File: config.mk
export PLATFORM = sky130hd
export DESIGN_NAME = gate_route_steer_flat
export DESIGN_NICKNAME = d
export VERILOG_FILES = /design/src/rtl/gate_route_steer_pkg.sv /design/src/rtl/gate_route_steer_if.sv /design/src/rtl/gate_cap_table.sv /design/src/rtl/gate_route_steer.sv /design/src/flat_wrapper.sv
export SDC_FILE = /design/constraint.sdc
export NUM_CORES = 1
export LEC_CHECK = 0
export CAP_MARGIN = 10
export CORE_AREA = 2 2 484 486
export CTS_BUF_LIST = sky130_fd_sc_hd__clkbuf_16
export CTS_CLUSTER_SIZE = 10
export DETAILED_ROUTE_END_ITERATION = 8
export DIE_AREA = 0 0 486 488
export DONT_BUFFER_PORTS = 1
export PLACE_DENSITY = 0.3
export SLEW_MARGIN = 20
export SYNTH_ARGS = -nofsm -noshare
export SYNTH_HDL_FRONTEND = slang
export SYNTH_HIERARCHICAL = 1
export SYNTH_SLANG_ARGS = --single-unit
File: constraint.sdc
create_clock -name aclk -period 3.8 [get_ports aclk]
set_input_delay 0.76 -clock aclk [delete_from_list [all_inputs] [get_ports aclk]]
set_output_delay 0.76 -clock aclk [all_outputs]
set_load 0.02 [all_outputs]
File: src/rtl/gate_route_steer_pkg.sv
`default_nettype none
// ============================================================================
// Module   : gate_route_steer_pkg
// Purpose  : Shared types and constants for the receive-side steering gate:
//            route tag field widths, capability entry layout, FSM states.
// Ports    : none (package)
// Revision : 1.0 - initial release
// ============================================================================
package gate_route_steer_pkg;

  localparam int ROUTE_PORT_BITS = 2;
  localparam int ROUTE_UL_BITS   = 3;

  typedef struct packed {
    logic                     valid;
    logic [ROUTE_UL_BITS-1:0] ul_id;
  } route_cap_t;

  typedef enum logic [1:0] {
    ST_IDLE   = 2'd0,
    ST_DECIDE = 2'd1,
    ST_FWD    = 2'd2,
    ST_DROP   = 2'd3
  } steer_state_t;

endpackage
`default_nettype wire

File: src/rtl/gate_route_steer_if.sv
`default_nettype none
// ============================================================================
// Module   : gate_route_steer_if
// Purpose  : AXI4-Stream bundle with a vector valid/ready so one type serves
//            both the single input stream and the N-port steered output.
// Ports    : tvalid/tready [N_VALID], tdata [DATA_BITS], tkeep [DATA_BITS/8],
//            tlast; modports master (source) and slave (sink).
// Revision : 1.0 - initial release
// ============================================================================
interface gate_route_steer_if #(
  parameter int DATA_BITS = 512,
  parameter int N_VALID   = 1
) ();
  logic [N_VALID-1:0]     tvalid;
  logic [N_VALID-1:0]     tready;
  logic [DATA_BITS-1:0]   tdata;
  logic [DATA_BITS/8-1:0] tkeep;
  logic                   tlast;

  modport master (output tvalid, output tdata, output tkeep, output tlast, input tready);
  modport slave  (input tvalid, input tdata, input tkeep, input tlast, output tready);
endinterface
`default_nettype wire

File: src/rtl/gate_cap_table.sv
`default_nettype none
// ============================================================================
// Module   : gate_cap_table
// Purpose  : Host-programmed capability register file, one {valid, ul_id}
//            entry per output port, with a combinational lookup-and-match.
// Ports    : aclk, aresetn (sync, active-low), cap_wr_valid, cap_wr_data[7:0],
//            cap_clr, lk_port, lk_ul (lookup key), lk_match (entry hit).
// Revision : 1.0 - initial release
// ============================================================================
module gate_cap_table
  import gate_route_steer_pkg::*;
#(
  parameter int N_PORTS = 4
) (
  input  wire logic                       aclk,
  input  wire logic                       aresetn,
  input  wire logic                       cap_wr_valid,
  input  wire logic [7:0]                 cap_wr_data,
  input  wire logic                       cap_clr,
  input  wire logic [ROUTE_PORT_BITS-1:0] lk_port,
  input  wire logic [ROUTE_UL_BITS-1:0]   lk_ul,
  output logic                            lk_match
);

  route_cap_t [N_PORTS-1:0] w_tab;

  // Bits [7:5] of the write word carry no meaning for the table.
  logic w_unused_wr_bits;
  assign w_unused_wr_bits = ^cap_wr_data[7:5];

  // An out-of-range write index matches no entry and is silently dropped.
  generate
    for (genvar gi = 0; gi < N_PORTS; gi++) begin : g_entry
      route_cap_t r_entry;
      always_ff @(posedge aclk) begin
        if (!aresetn || cap_clr) begin
          r_entry <= '0;
        end else if (cap_wr_valid && cap_wr_data[1:0] == ROUTE_PORT_BITS'(gi)) begin
          r_entry <= '{valid: 1'b1, ul_id: cap_wr_data[4:2]};
        end
      end
      assign w_tab[gi] = r_entry;
    end
  endgenerate

  // Scan instead of indexing so a port index >= N_PORTS simply never hits.
  always_comb begin
    lk_match = 1'b0;
    for (int i = 0; i < N_PORTS; i++) begin
      if (lk_port == ROUTE_PORT_BITS'(i) && w_tab[i].valid && w_tab[i].ul_id == lk_ul) begin
        lk_match = 1'b1;
      end
    end
  end

endmodule
`default_nettype wire

File: src/rtl/gate_route_steer.sv
`default_nettype none
// ============================================================================
// Module   : gate_route_steer
// Purpose  : Steers each input packet to one of N_PORTS output streams by its
//            route tag, forwarding only if the sender UL id matches the
//            capability entry of the target port; otherwise drops the packet.
// Ports    : aclk, aresetn (sync, active-low); cap_wr_valid/cap_wr_data/
//            cap_clr (capability programming); s_route (route tag);
//            s_axis (input stream, slave); m_axis (N-port output, master);
//            fwd_cnt/drop_cnt (saturating packet counters); busy.
// Revision : 1.0 - initial release
// ============================================================================
module gate_route_steer
  import gate_route_steer_pkg::*;
#(
  parameter int N_PORTS   = 4,
  parameter int DATA_BITS = 512,
  parameter int CNT_BITS  = 32
) (
  input  wire logic                aclk,
  input  wire logic                aresetn,
  input  wire logic                cap_wr_valid,
  input  wire logic [7:0]          cap_wr_data,
  input  wire logic                cap_clr,
  input  wire logic [7:0]          s_route,
  gate_route_steer_if.slave        s_axis,
  gate_route_steer_if.master       m_axis,
  output logic [CNT_BITS-1:0]      fwd_cnt,
  output logic [CNT_BITS-1:0]      drop_cnt,
  output logic                     busy
);

  steer_state_t                          r_state;
  steer_state_t                          w_state_nxt;
  logic [ROUTE_UL_BITS+ROUTE_PORT_BITS-1:0] r_route;
  logic [ROUTE_PORT_BITS-1:0]            r_sel;
  logic [CNT_BITS-1:0]                   r_fwd_cnt;
  logic [CNT_BITS-1:0]                   r_drop_cnt;
  logic                                  w_match;
  logic                                  w_sel_ready;

  logic w_unused_route_bits;
  assign w_unused_route_bits = ^s_route[7:5];

  gate_cap_table #(
    .N_PORTS (N_PORTS)
  ) u_cap_table (
    .aclk         (aclk),
    .aresetn      (aresetn),
    .cap_wr_valid (cap_wr_valid),
    .cap_wr_data  (cap_wr_data),
    .cap_clr      (cap_clr),
    .lk_port      (r_route[ROUTE_PORT_BITS-1:0]),
    .lk_ul        (r_route[ROUTE_UL_BITS+ROUTE_PORT_BITS-1:ROUTE_PORT_BITS]),
    .lk_match     (w_match)
  );

  // Ready of the selected downstream port; r_sel is always < N_PORTS in FWD.
  always_comb begin
    w_sel_ready = 1'b0;
    for (int i = 0; i < N_PORTS; i++) begin
      if (r_sel == ROUTE_PORT_BITS'(i)) begin
        w_sel_ready = m_axis.tready[i];
      end
    end
  end

  always_comb begin
    w_state_nxt   = r_state;
    s_axis.tready = '0;
    m_axis.tvalid = '0;
    case (r_state)
      ST_IDLE: begin
        if (s_axis.tvalid[0]) begin
          w_state_nxt = ST_DECIDE;
        end
      end
      ST_DECIDE: begin
        w_state_nxt = w_match ? ST_FWD : ST_DROP;
      end
      ST_FWD: begin
        for (int i = 0; i < N_PORTS; i++) begin
          if (r_sel == ROUTE_PORT_BITS'(i)) begin
            m_axis.tvalid[i] = s_axis.tvalid[0];
          end
        end
        s_axis.tready[0] = w_sel_ready;
        if (s_axis.tvalid[0] && w_sel_ready && s_axis.tlast) begin
          w_state_nxt = ST_IDLE;
        end
      end
      ST_DROP: begin
        s_axis.tready[0] = 1'b1;
        if (s_axis.tvalid[0] && s_axis.tlast) begin
          w_state_nxt = ST_IDLE;
        end
      end
      default: w_state_nxt = ST_IDLE;
    endcase
  end

  always_ff @(posedge aclk) begin
    if (!aresetn) begin
      r_state    <= ST_IDLE;
      r_route    <= '0;
      r_sel      <= '0;
      r_fwd_cnt  <= '0;
      r_drop_cnt <= '0;
    end else begin
      r_state <= w_state_nxt;
      if (r_state == ST_IDLE && s_axis.tvalid[0]) begin
        r_route <= s_route[ROUTE_UL_BITS+ROUTE_PORT_BITS-1:0];
      end
      if (r_state == ST_DECIDE) begin
        if (w_match) begin
          r_sel <= r_route[ROUTE_PORT_BITS-1:0];
          if (r_fwd_cnt != '1) begin
            r_fwd_cnt <= r_fwd_cnt + CNT_BITS'(1);
          end
        end else if (r_drop_cnt != '1) begin
          r_drop_cnt <= r_drop_cnt + CNT_BITS'(1);
        end
      end
    end
  end

  // Payload is shared by all ports; only the valid vector distinguishes them.
  assign m_axis.tdata = s_axis.tdata;
  assign m_axis.tkeep = s_axis.tkeep;
  assign m_axis.tlast = s_axis.tlast;

  assign fwd_cnt  = r_fwd_cnt;
  assign drop_cnt = r_drop_cnt;
  assign busy     = (r_state == ST_FWD) || (r_state == ST_DROP);

endmodule
`default_nettype wire

File: src/flat_wrapper.sv
// flat-port wrapper written by rule: the top's interface ports become plain ports
module gate_route_steer_flat import gate_route_steer_pkg::*;
#(
  parameter int N_PORTS   = 4,
  parameter int DATA_BITS = 512,
  parameter int CNT_BITS  = 32
)
  (aclk, aresetn, cap_wr_valid, cap_wr_data, cap_clr, s_route, fwd_cnt, drop_cnt, busy, s_axis_tvalid, s_axis_tdata, s_axis_tkeep, s_axis_tlast, s_axis_tready, m_axis_tvalid, m_axis_tdata, m_axis_tkeep, m_axis_tlast, m_axis_tready);
  gate_route_steer_if #(.DATA_BITS(DATA_BITS), .N_VALID(1)) s_axis_i ();
  gate_route_steer_if #(.DATA_BITS(DATA_BITS), .N_VALID((4))) m_axis_i ();
  input  wire logic aclk;
  input  wire logic aresetn;
  input  wire logic cap_wr_valid;
  input  wire logic [7:0] cap_wr_data;
  input  wire logic cap_clr;
  input  wire logic [7:0] s_route;
  output logic [CNT_BITS-1:0] fwd_cnt;
  output logic [CNT_BITS-1:0] drop_cnt;
  output logic busy;
  input wire logic [$bits(s_axis_i.tvalid)-1:0] s_axis_tvalid;
  input wire logic [$bits(s_axis_i.tdata)-1:0] s_axis_tdata;
  input wire logic [$bits(s_axis_i.tkeep)-1:0] s_axis_tkeep;
  input wire logic [$bits(s_axis_i.tlast)-1:0] s_axis_tlast;
  output wire logic [$bits(s_axis_i.tready)-1:0] s_axis_tready;
  output wire logic [$bits(m_axis_i.tvalid)-1:0] m_axis_tvalid;
  output wire logic [$bits(m_axis_i.tdata)-1:0] m_axis_tdata;
  output wire logic [$bits(m_axis_i.tkeep)-1:0] m_axis_tkeep;
  output wire logic [$bits(m_axis_i.tlast)-1:0] m_axis_tlast;
  input wire logic [$bits(m_axis_i.tready)-1:0] m_axis_tready;
  assign s_axis_i.tvalid = s_axis_tvalid;
  assign s_axis_i.tdata = s_axis_tdata;
  assign s_axis_i.tkeep = s_axis_tkeep;
  assign s_axis_i.tlast = s_axis_tlast;
  assign s_axis_tready = s_axis_i.tready;
  assign m_axis_tvalid = m_axis_i.tvalid;
  assign m_axis_tdata = m_axis_i.tdata;
  assign m_axis_tkeep = m_axis_i.tkeep;
  assign m_axis_tlast = m_axis_i.tlast;
  assign m_axis_i.tready = m_axis_tready;
  gate_route_steer #(.N_PORTS(N_PORTS), .DATA_BITS(DATA_BITS), .CNT_BITS(CNT_BITS)) u_core (.aclk(aclk), .aresetn(aresetn), .cap_wr_valid(cap_wr_valid), .cap_wr_data(cap_wr_data), .cap_clr(cap_clr), .s_route(s_route), .s_axis(s_axis_i), .m_axis(m_axis_i), .fwd_cnt(fwd_cnt), .drop_cnt(drop_cnt), .busy(busy));
endmodule
# Word level (Yosys, flattened, before mapping)
# Cells that the tools add are included.
# classes
bitwise	1
add_sub_neg	2
reduce_logical	27
n_eq_ne	21
muxes	19
# op_table
op	n
adder 32 x 1 -> 32 bit, second input constant	2
inequality test 32 bit, second input constant	2
equality test 2 bit, second input constant	8
logical AND 1 bit	16
2-to-1 mux 1 bit	13
equality test 3 bit	4
AND reduction 3 bit	3
equality test 2 x 1 -> 1 bit, second input constant	4
logical NOT 2 bit	4
case mux 2 bit (4 select lines)	1
2-to-1 mux 2 bit	3
2-to-1 mux 4 bit	1
inequality test 2 x 1 -> 1 bit, second input constant	2
logical OR 1 bit	2
inequality test 2 bit, second input constant	1
case mux 1 bit (2 select lines)	1
AND reduction 2 bit	1
logical NOT 1 bit	1
inverter 1 bit	1
# totals
wordCells	83
ff_bits	89
inputBits	602

# Longest topological paths before layout
# Gate-level depths: netlist (run 1).
# logic_depth
depth_word	9
mapped_depth	9
depth_no_buf	8

# Modules after synthesis
# The synthesis (run 1) kept the hierarchy.
# by_module_without_submodules
mod	n_inst	area_each_um2	seq_area_each_um2	cells_per_inst
gate_route_steer	1	8141.6	1461.4	1022
gate_cap_table	1	732.0	320.3	76

# Worst setup path before layout (run 1)
# Ideal clock, no wire load.
# synth_timing
kind	register to register
start	reg u_core.r_route[2]
end	reg u_core.r_drop_cnt[27] (netlist: u_core/drop_cnt[27])
stages_incl_launch_ff	9
arrival_ps	2688
required_time_ps	3730
period_less_slack_ps	2758
setup_slack_ps	1042
setup_time_ps	70
cell_sequence	dfxtp_1 xor2_1 nor4_1 or4_1 nor3b_4 nand4_4 or3_4 or4_1 a21oi_1
# synth_between
elab_chain_len	8
word_cells_on_any_way	14
cone_classes	eq/ne: 4; mux: 4; bitwise: 1; reduce/logical: 5
# synth_lines
item	line	text
from (decl)	gate_route_steer.sv:35	logic [ROUTE_UL_BITS+ROUTE_PORT_BITS-1:0] r_route;
from (signal assigned)	gate_route_steer.sv:112	r_route <= s_route[ROUTE_UL_BITS+ROUTE_PORT_BITS-1:0];
equality test 3 bit	gate_cap_table.sv:50	if (lk_port == ROUTE_PORT_BITS'(i) && w_tab[i].valid && w_tab[i].ul_id == lk_ul) begin
logical AND 1 bit	gate_cap_table.sv:50	
2-to-1 mux 1 bit (3 in a row)	gate_cap_table.sv:50	
2-to-1 mux 1 bit (*)	gate_cap_table.sv:50	
via u_core.w_match	gate_route_steer.sv:39	logic w_match;
inverter 1 bit (no line) (*)	--	
AND reduction 3 bit (no line) (*)	--	
to (signal assigned)	gate_route_steer.sv:121	r_drop_cnt <= r_drop_cnt + CNT_BITS'(1);
to (decl)	gate_route_steer.sv:38	logic [CNT_BITS-1:0] r_drop_cnt;
# Mark *: on every way through the listed nets, which the timed path passes. The rest lies on a longest branch.
# A chain may end at the register's enable or synchronous reset.

# Final worst setup path (run 1)
# layout_timing
start	reg u_core.r_route[4]
end	reg u_core.r_drop_cnt[27] (netlist: u_core/drop_cnt[27])
# The elaborated chain is that of the path after synthesis.

==> results, run 1 <==
- For the worst-skew pair, the clock arrives at the later sink with an insertion delay of 0.44 ns.
- The number of I/O port buffers is 0.
- The first-pass GRT wire length is 119000 um.
- Leaving out fill and tap cells, the most frequent cells in the layout are sky130_fd_sc_hd__dfxtp_1, sky130_fd_sc_hd__nor2_1, sky130_fd_sc_hd__nand2_1, sky130_fd_sc_hd__nand3_1, sky130_fd_sc_hd__a21oi_1.
- The compound-gate portion of the synthesized area is 0.0674.
- Of the total power, the clock network draws 0.492.
- The clock transition at the register clock pins on the worst setup and hold paths after CTS is 0.09 ns.
- The total CTS buffers is 9.
- The filler cells instantiated in the layout total 27.4k.
- For this run, the detailed router's first-pass iteration total came to 4.
- After synthesis the cells add up to 8870 um2.
- For this design the total switching power over the nets is 0.673 mW.
- The register cell area after layout is 1780 um2.
- In the routed design, unresolved DRC markers number 0.
- The maximum root-to-sink buffer count is 2.
- After the first detailed-routing iteration, the DRC count stood at 312.
- The main combinational cell family by area after synthesis is buffers and inverters.
- The number of global-route vias before repair is 5045.
- The maximum frequency from static timing analysis is 0.301 GHz.
- In this run the mean area of a mapped cell was 8.08 um2.
- The combinational power share is 0.055.
- Of the total synthesized cell area, the portion taken by full adders, half adders and majority gates is 0.00282.
- Setup violations remaining at the end of the flow were counted as 0.
- By startpoint and endpoint, the worst setup path is classified as reg -> reg.
- The routed wirelength normalized by instance count is 30.1 um.
- Of the synthesized area, sequential elements account for 0.201.
- Across the routed clock network, the largest skew measured is 0.0227 ns.
- After synthesis, the share of flip-flops with an asynchronous set or reset is 0.
- The setup slack on the worst flop-to-flop path is 0.48 ns.
- The post-cts gate resize count is 0.
- The floorplan has 177 rows.
- The die covers 237000 um2.
- Power spread over the standard cell area amounts to 244 nW/um2.
- The critical path endpoint category is a flip-flop.
- The share of synthesized area in the top cell type comes to 0.489.
- The sum of routed wire length over all layers is 108000 um.
- The minimum hold slack is 0.452 ns.
- The hold violation count in the final report came to 0.
- After global routing the overflow that remains totals 0.
- The count of nets left with antenna violations after detail routing is 0.
- The fraction of power consumed by sequential logic is 0.453.
- The clock root buffer master is sky130_fd_sc_hd__clkbuf_16.
- On the critical path, the stage with the largest delay is an instance of sky130_fd_sc_hd__or4_1.
- The initial antenna violation count is 3.
- The transition time of the tightest slew-check pin is 0.936 ns.
- The sort of element at the start of the critical path is a flip-flop.
- Entering global routing, the biggest net connects 38 pins.
- For this design, the sink count on the clock tree is 89.
- The weighted congestion reported at the end of routability-driven placement is 0.681.
- The design internal power is 1.45 mW.
- The post-CTS setup buffer count is 0.
- STA puts the critical path data arrival time at 3.68 ns.
- The multi-input combinational cells in the finished layout cover a total of 2610 um2.
- The xor/xnor share of the synthesized area is 0.0306.
- The shortest period the worst path allows is 3.32 ns.
- Yosys mapped the design onto 62 distinct sky130hd cell types.
- The via density per instance is 1.45.
- In the finished design, the share of the clock period the worst path needs comes to 0.873.
- The number of nets in the layout is 1132.
- Walking the worst path, the cells encountered are xor2_1 -> nor4_1 -> or4_1 -> nor3b_4 -> nand4_4 -> or3_4 -> or4_1 -> a21oi_1.
- For this design the top-level I/O count stands at 1249.
- The run finished with clean final reports.
- The vertical extent of the die is 488 um.
- The starting density of the core is 0.0383.
- In this run, post-CTS hold repair placed 0 buffers.
- The cell type with the largest total area after synthesis is sky130_fd_sc_hd__buf_4.
- After routing, the total negative slack on setup checks comes to 0 ns.
- The count of H-tree levels built during CTS is 3.
- The detailed router placed 5183 vias in this run.
- The count of flip-flops with a built-in enable after synthesis is 0.
- The layout-stage area growth over the synthesis result is -1.75%.
- The headroom to the max-slew limit is 0.374.
- For this design the static power due to leakage is 1.81 nW.
- The number of maximum-capacitance constraint violations is 0.
- Sorting the synthesized cells by area gives the leading types as sky130_fd_sc_hd__buf_4, sky130_fd_sc_hd__dfxtp_1, sky130_fd_sc_hd__mux2i_1.
- The count of buffer and inverter cells on the critical path is 0.
- Of the total power, the share spent switching nets is 0.317.
- TritonCTS built the clock tree.
- In this run the worst path has a maximum fanout of 6.
- The area of the placeable core is 232000 um2.
- The number of nets in the synthesized netlist is 1702.
- The synthesis warning total is 6.
- Data on the critical path is required at its endpoint by 4.16 ns.
- Setup repair after global routing left no endpoint under its margin.
- The cell type with the highest occurrence count on the critical path is sky130_fd_sc_hd__or4_1.
- Of the total synthesized cell area, the portion taken by AND, OR, NAND and NOR gates is 0.157.
- Of the cells placed in the final design, the portion with a size suffix greater than 1 is 0.114.
- The die span in x is 486 um.
- The most common library cell in the layout ignoring fill and taps is sky130_fd_sc_hd__dfxtp_1.
- For this run, the total global-route usage over all layers was measured as 0.0869.
- Synthesis produced a netlist whose cell count is 1098.
- The type of the most critical hold path is reg -> reg.
- On the critical path the largest part of the delay comes from simple AND/OR/NAND/NOR gates.
- The HPWL after detailed placement is 100000 um.
- The highest ir drop seen on vdd is 0.169 mV.
- The peak per-stage delay on the critical path is 0.76 ns.
- The synthesized flop and latch total is 89.
- The most common flop cell mapped by yosys is sky130_fd_sc_hd__dfxtp_1.
- The final number of max-transition violations is 0.
- Measured against the total synthesized area, the mux share comes to 0.0341.
metal layers:
metal	wire length, um	global-route usage	share of wire	vias up
li1	-	-	-	1938
met1	11500	0.0263	0.11	2111
met2	49300	0.139	0.46	857
met3	40500	0.153	0.38	271
met4	6170	0.0489	0.057	6
met5	170	0.00469	0.0016	-
power by group through the flow:
stage               logic [mW]  clock network [mW]  registers, mW
floorplan                0.961                   0          0.978
global placement         0.127                   0          0.987
detailed placement       0.126                   0          0.988
CTS                      0.127                1.14          0.966
global route             0.129                1.15          0.967
finish                   0.116                1.05          0.963
cell usage after synthesis, types with 4 or more instances:
cell                        number
sky130_fd_sc_hd__inv_1          13
sky130_fd_sc_hd__nand3_1        30
sky130_fd_sc_hd__mux2i_1        28
sky130_fd_sc_hd__nor3_1          8
sky130_fd_sc_hd__and4_1          6
sky130_fd_sc_hd__a2111oi_2       4
sky130_fd_sc_hd__or4_1          11
sky130_fd_sc_hd__nand2_1        44
sky130_fd_sc_hd__dfxtp_1        89
sky130_fd_sc_hd__buf_4         578
sky130_fd_sc_hd__a21oi_1        29
sky130_fd_sc_hd__xor2_1         14
sky130_fd_sc_hd__xnor2_1        17
sky130_fd_sc_hd__buf_2           4
sky130_fd_sc_hd__nand3b_1        4
sky130_fd_sc_hd__and3_1          6
sky130_fd_sc_hd__clkbuf_1       16
sky130_fd_sc_hd__and2_1          5
sky130_fd_sc_hd__o21ai_0        18
sky130_fd_sc_hd__nor4_1         17
sky130_fd_sc_hd__nand4_1        22
sky130_fd_sc_hd__or3_1          15
sky130_fd_sc_hd__nand2b_1       12
sky130_fd_sc_hd__nor2_1         48
sky130_fd_sc_hd__o31ai_1         8
final cells by class:
cell class                      count  share of cell area
Inverter                           14             0.00603
Tap cell                         3043               0.437
Antenna cell                        1            0.000287
Timing Repair Buffer               21              0.0181
Clock inverter                      7             0.00933
Multi-Input combinational cell    393               0.299
Clock buffer                        9              0.0258
Sequential cell                    89               0.204
metrics by stage:
stage / instance area, um2 / utilization / total power, mW / setup slack (ns) / std cells
2_1_floorplan: 8870 / - / 1.94 / 1.04 / 1098
3_3_place_gp: 8410 / 0.0363 / 1.11 / 0.338 / 3560
3_5_place_dp: 8410 / 0.0363 / 1.11 / 0.350 / 3560
6_report: 8720 / 0.0376 / 2.12 / 0.481 / 3577
4_1_cts: 8720 / 0.0376 / 2.23 / 0.329 / 3576
5_1_grt: 8720 / 0.0376 / 2.24 / 0.249 / 3577
worst min-delay path, cell delays in order (launching register included):
cell and delay (ns):
sky130_fd_sc_hd__dfxtp_1 0.31, sky130_fd_sc_hd__inv_1 0.05, sky130_fd_sc_hd__a21oi_1 0.05
path summary, 6_finish.rpt:
path / depth (start not counted) / from / end
hold reg to reg: 2 / u_core/u_cap_table/g_entry[1].r_entry[3] / u_core/u_cap_table/g_entry[1].r_entry[3]
setup reg to reg: 8 / u_core/r_route[4] / u_core/drop_cnt[27]
setup / recovery: 8 / u_core/r_route[4] / u_core/drop_cnt[27]
hold / removal: 2 / u_core/u_cap_table/g_entry[1].r_entry[3] / u_core/u_cap_table/g_entry[1].r_entry[3]
sequential cells by signal, summed over array words and instances (netlist names):
signal,flops
u_core/r_sel,2
u_core/u_cap_table/g_entry.r_entry,16
u_core/r_route,5
u_core/fwd_cnt,32
u_core/r_state,2
u_core/drop_cnt,32
cells by family (layout without fill, tap and decap cells):
family                     count (synthesis)  after routing
buffers and inverters                    616             51
AOI/OAI and AO/OA                         85             85
and+or+nand+nor                          246            246
adders and majority gates                  2              2
DFF                                       89             89
other                                      0              1
muxes                                     29             29
xor gates and xnor gates                  31             31
Power figures use the tool's default switching activity.
==> inputs of run 2 (changes only) <==
PLACE_DENSITY = unset   (was 0.3)
==> run 2 against run 1 <==
  * Worst hold slack barely moved
  * Count of clock-buffer cells in the layout did not move
  * Global-route usage rose by 2.1 points
  * Die area did not move
  * Cell count barely moved
  * Sequential share of layout area barely moved
  * Critical path type unchanged
  * Critical endpoint is now u_core/drop_cnt[15]
  * Largest power group unchanged
==> results, run 2 (synthesis gave the netlist of run 1 again) <==
- The HPWL after detailed placement came to 128000 um (was 100000 um).
- The hold path startpoint is u_core/u_cap_table/g_entry[1].r_entry[3] (unchanged).
- The clock root buffer master is sky130_fd_sc_hd__clkbuf_16 (unchanged).
- The area of the placeable core is 232000 um2 (unchanged).
- The final setup skew came to 0.0131 ns (was 0.0227 ns).
- The net switching component of the power is 0.553 mW (was 0.673 mW).
- The critical path data arrival time was 3.66 ns (was 3.68 ns).
- The met2 layer usage reported by global route is 0.172 (was 0.139).
- The DRC violation count after routing is 0 (unchanged).
- The layout-stage area growth over the synthesis result is -1.68% (was -1.75%).
- The routed wirelength normalized by instance count is 37.6 um (was 30.1 um).
- The die span in x came to 486 um (unchanged).
- The count of H-tree levels built during CTS is 3 (unchanged).
- The source of the worst register-to-register timing path is u_core/r_route[2] (was u_core/r_route[4]).
- The post-CTS setup buffer count came to 0 (unchanged).
- The transition time of the tightest slew-check pin came to 0.749 ns (was 0.936 ns).
- The fraction of power consumed by sequential logic is 0.472 (was 0.453).
- The number of fillers in the final layout came to 27.4k (about the same).
- The power density over the cells is 235 nW/um2 (was 244 nW/um2).
- The critical path endpoint category is a flip-flop (unchanged).
- The maximum fanout along the worst path is 16 (was 6).
- The number of instances on the worst hold path came to 2 (unchanged).
- The number of nets in the layout is 1133 (was 1132).
- The first-pass GRT wire length is 145000 um (was 119000 um).
- The shortest period the worst path allows is 3.42 ns (was 3.32 ns).
- The highest ir drop seen on vdd is 0.297 mV (was 0.169 mV).
- The pin count of the biggest net entering global routing is 38 (unchanged).
- Commonest non-fill, non-tap cells in the layout: sky130_fd_sc_hd__dfxtp_1, sky130_fd_sc_hd__nor2_1, sky130_fd_sc_hd__nand2_1, sky130_fd_sc_hd__nand3_1, sky130_fd_sc_hd__a21oi_1 (unchanged).
- The final number of max-transition violations is 0 (unchanged).
- The weighted congestion reported at the end of routability-driven placement is 0.810 (was 0.681).
- The vertical extent of the die is 488 um (unchanged).
- The number of buffers inserted for hold repair after clock tree synthesis is 0 (unchanged).
- The standard-cell row count is 177 (unchanged).
- The final global-route overflow total is 0 (unchanged).
- The share of final-layout standard cells stronger than drive strength 1 came to 0.116 (was 0.114).
- The clock transition at the register clock pins on the worst setup and hold paths after CTS was 0.08 ns (was 0.09 ns).
- The sort of element at the start of the critical path is a flip-flop (unchanged).
- The headroom to the max-slew limit is 0.500 (was 0.374).
- The static power due to leakage is 1.82 nW (was 1.81 nW).
- The global routing usage on met1 was 0.0209 (was 0.0263).
- The number of I/O port buffers came to 0 (unchanged).
- The maximum root-to-sink buffer count came to 2 (unchanged).
- The number of global-route vias before repair came to 5096 (was 5045).
- The maximum frequency from static timing analysis is 0.292 GHz (was 0.301 GHz).
- The clock network power share is 0.490 (was 0.492).
- The setup TNS is 0 ns (unchanged).
- The hold path endpoint is u_core/u_cap_table/g_entry[1].r_entry[3] (unchanged).
- Unrepaired setup endpoints after global routing: false (unchanged).
- The setup slack on the worst flop-to-flop path was 0.38 ns (was 0.48 ns).
- The count of routing violations after the opening detailed-route iteration is 437 (was 312).
- The most common library cell in the layout ignoring fill and taps was sky130_fd_sc_hd__dfxtp_1 (unchanged).
- The number of maximum-capacitance constraint violations is 0 (unchanged).
- The count of nets left with antenna violations after detail routing was 0 (unchanged).
- The fraction of power spent switching nets is 0.270 (was 0.317).
- The hold violation count in the final report was 0 (unchanged).
- The worst reg2reg path depth is 9 (was 8).
- The clock insertion delay at the later pin of the skew report was 0.39 ns (was 0.44 ns).
- The kind of critical path was reg -> reg (unchanged).
- The combinational power share is 0.038 (was 0.055).
- The top-level port count is 1249 (unchanged).
- The ratio of final minimum period to clock period is 0.901 (was 0.873).
- The post-cts gate resize count is 0 (unchanged).
- The total power is 2.05 mW (was 2.12 mW).
- The global-route met3 utilization is 0.210 (was 0.153).
- The starting density of the core is 0.0383 (unchanged).
- The clock tree from TritonCTS is done (unchanged).
- The total CTS buffers came to 9 (unchanged).
- The design internal power is 1.49 mW (was 1.45 mW).
- The minimum hold slack was 0.452 ns (about the same).
- The floorplan die area was 237000 um2 (unchanged).
- The number of detailed-route iterations in the first pass is 7 (was 4).
- The aggregate global-route resource usage is 0.108 (was 0.0869).
- The number of vias in the routed layout was 5492 (was 5183).
- The most used routing layer in global routing is met3 (unchanged).
- The required arrival time at the worst endpoint is 4.04 ns (was 4.16 ns).
- The final count of negative-setup-slack endpoints was 0 (unchanged).
- The initial antenna violation count was 8 (was 3).
- The critical register-to-register path endpoint was u_core/drop_cnt[15] (was u_core/drop_cnt[27]).
- The type of the most critical hold path is reg -> reg (unchanged).
- The number of clock sinks seen by CTS came to 89 (unchanged).
- The via density per instance is 1.53 (was 1.45).
- Run status: finished clean (unchanged).
- The sum of routed wire length over all layers is 135000 um (was 108000 um).
run 2: cell count changes in the layout (fill, tap and decap cells not counted), sizes merged:
cell	delta
buf	+1
bufinv	+1
clkinv	-1
diode	+1
run 2: worst max path at each step:
stage / from / end / slack (ns) / depth (start not counted)
after global routing: u_core/r_route[2] / u_core/drop_cnt[15] / 0.19 / 9
after detailed placement: u_core/r_route[2] / u_core/drop_cnt[15] / 0.41 / 9
after floorplan: u_core/r_route[2] / u_core/drop_cnt[27] / 1.04 / 8
final: u_core/r_route[2] / u_core/drop_cnt[15] / 0.38 / 9
after CTS: u_core/r_route[2] / u_core/drop_cnt[15] / 0.39 / 9
after global placement: u_core/r_route[2] / u_core/drop_cnt[17] / 0.41 / 9
run 2: final cells by class:
type	instances	area, um2	area share
clock buffers	9	225	0.0258
clock inverters	7	77.6	0.00889
flip-flops and latches	89	1780	0.204
diodes	2	5.00	0.000574
repair buffers	22	165	0.0189
inverters	14	52.6	0.00602
multi-input cells	393	2610	0.299
well taps	3043	3810	0.436
run 2: critical path, stage by stage (launching register included):
cell                        delay [ns]
sky130_fd_sc_hd__dfxtp_1          0.46
sky130_fd_sc_hd__xor2_1           0.19
sky130_fd_sc_hd__nor4_1           0.07
sky130_fd_sc_hd__or4_1            0.69
sky130_fd_sc_hd__nor3b_4          0.31
sky130_fd_sc_hd__nand4_4          0.33
sky130_fd_sc_hd__buf_4            0.37
sky130_fd_sc_hd__a2111oi_0        0.56
sky130_fd_sc_hd__xnor2_1          0.18
sky130_fd_sc_hd__nor2_1           0.06
run 2: power groups by stage:
stage                     combinational [mW]  clock [mW]  sequential, mW
final                                 0.0784        1.00           0.966
after global routing                  0.0880        1.06           0.969
after CTS                             0.0807        1.05           0.967
after floorplan                        0.961           0           0.978
after global placement                0.0791           0           0.988
after detailed placement              0.0803           0           0.989
run 2: routing by layer:
layer	share of wire	routed length, um
met5	0.0016	211
met4	0.065	8690
met3	0.41	55500
met2	0.45	60500
met1	0.071	9610
run 2: per-stage QoR:
stage / instance area, um2 / instances / worst slack, ns / utilization
after detailed placement: 8420 / 3561 / 0.413 / 0.0363
after global routing: 8720 / 3578 / 0.189 / 0.0376
after global placement: 8420 / 3561 / 0.410 / 0.0363
final: 8720 / 3579 / 0.376 / 0.0376
after floorplan: 8870 / 1098 / 1.04 / -
after CTS: 8720 / 3577 / 0.386 / 0.0376
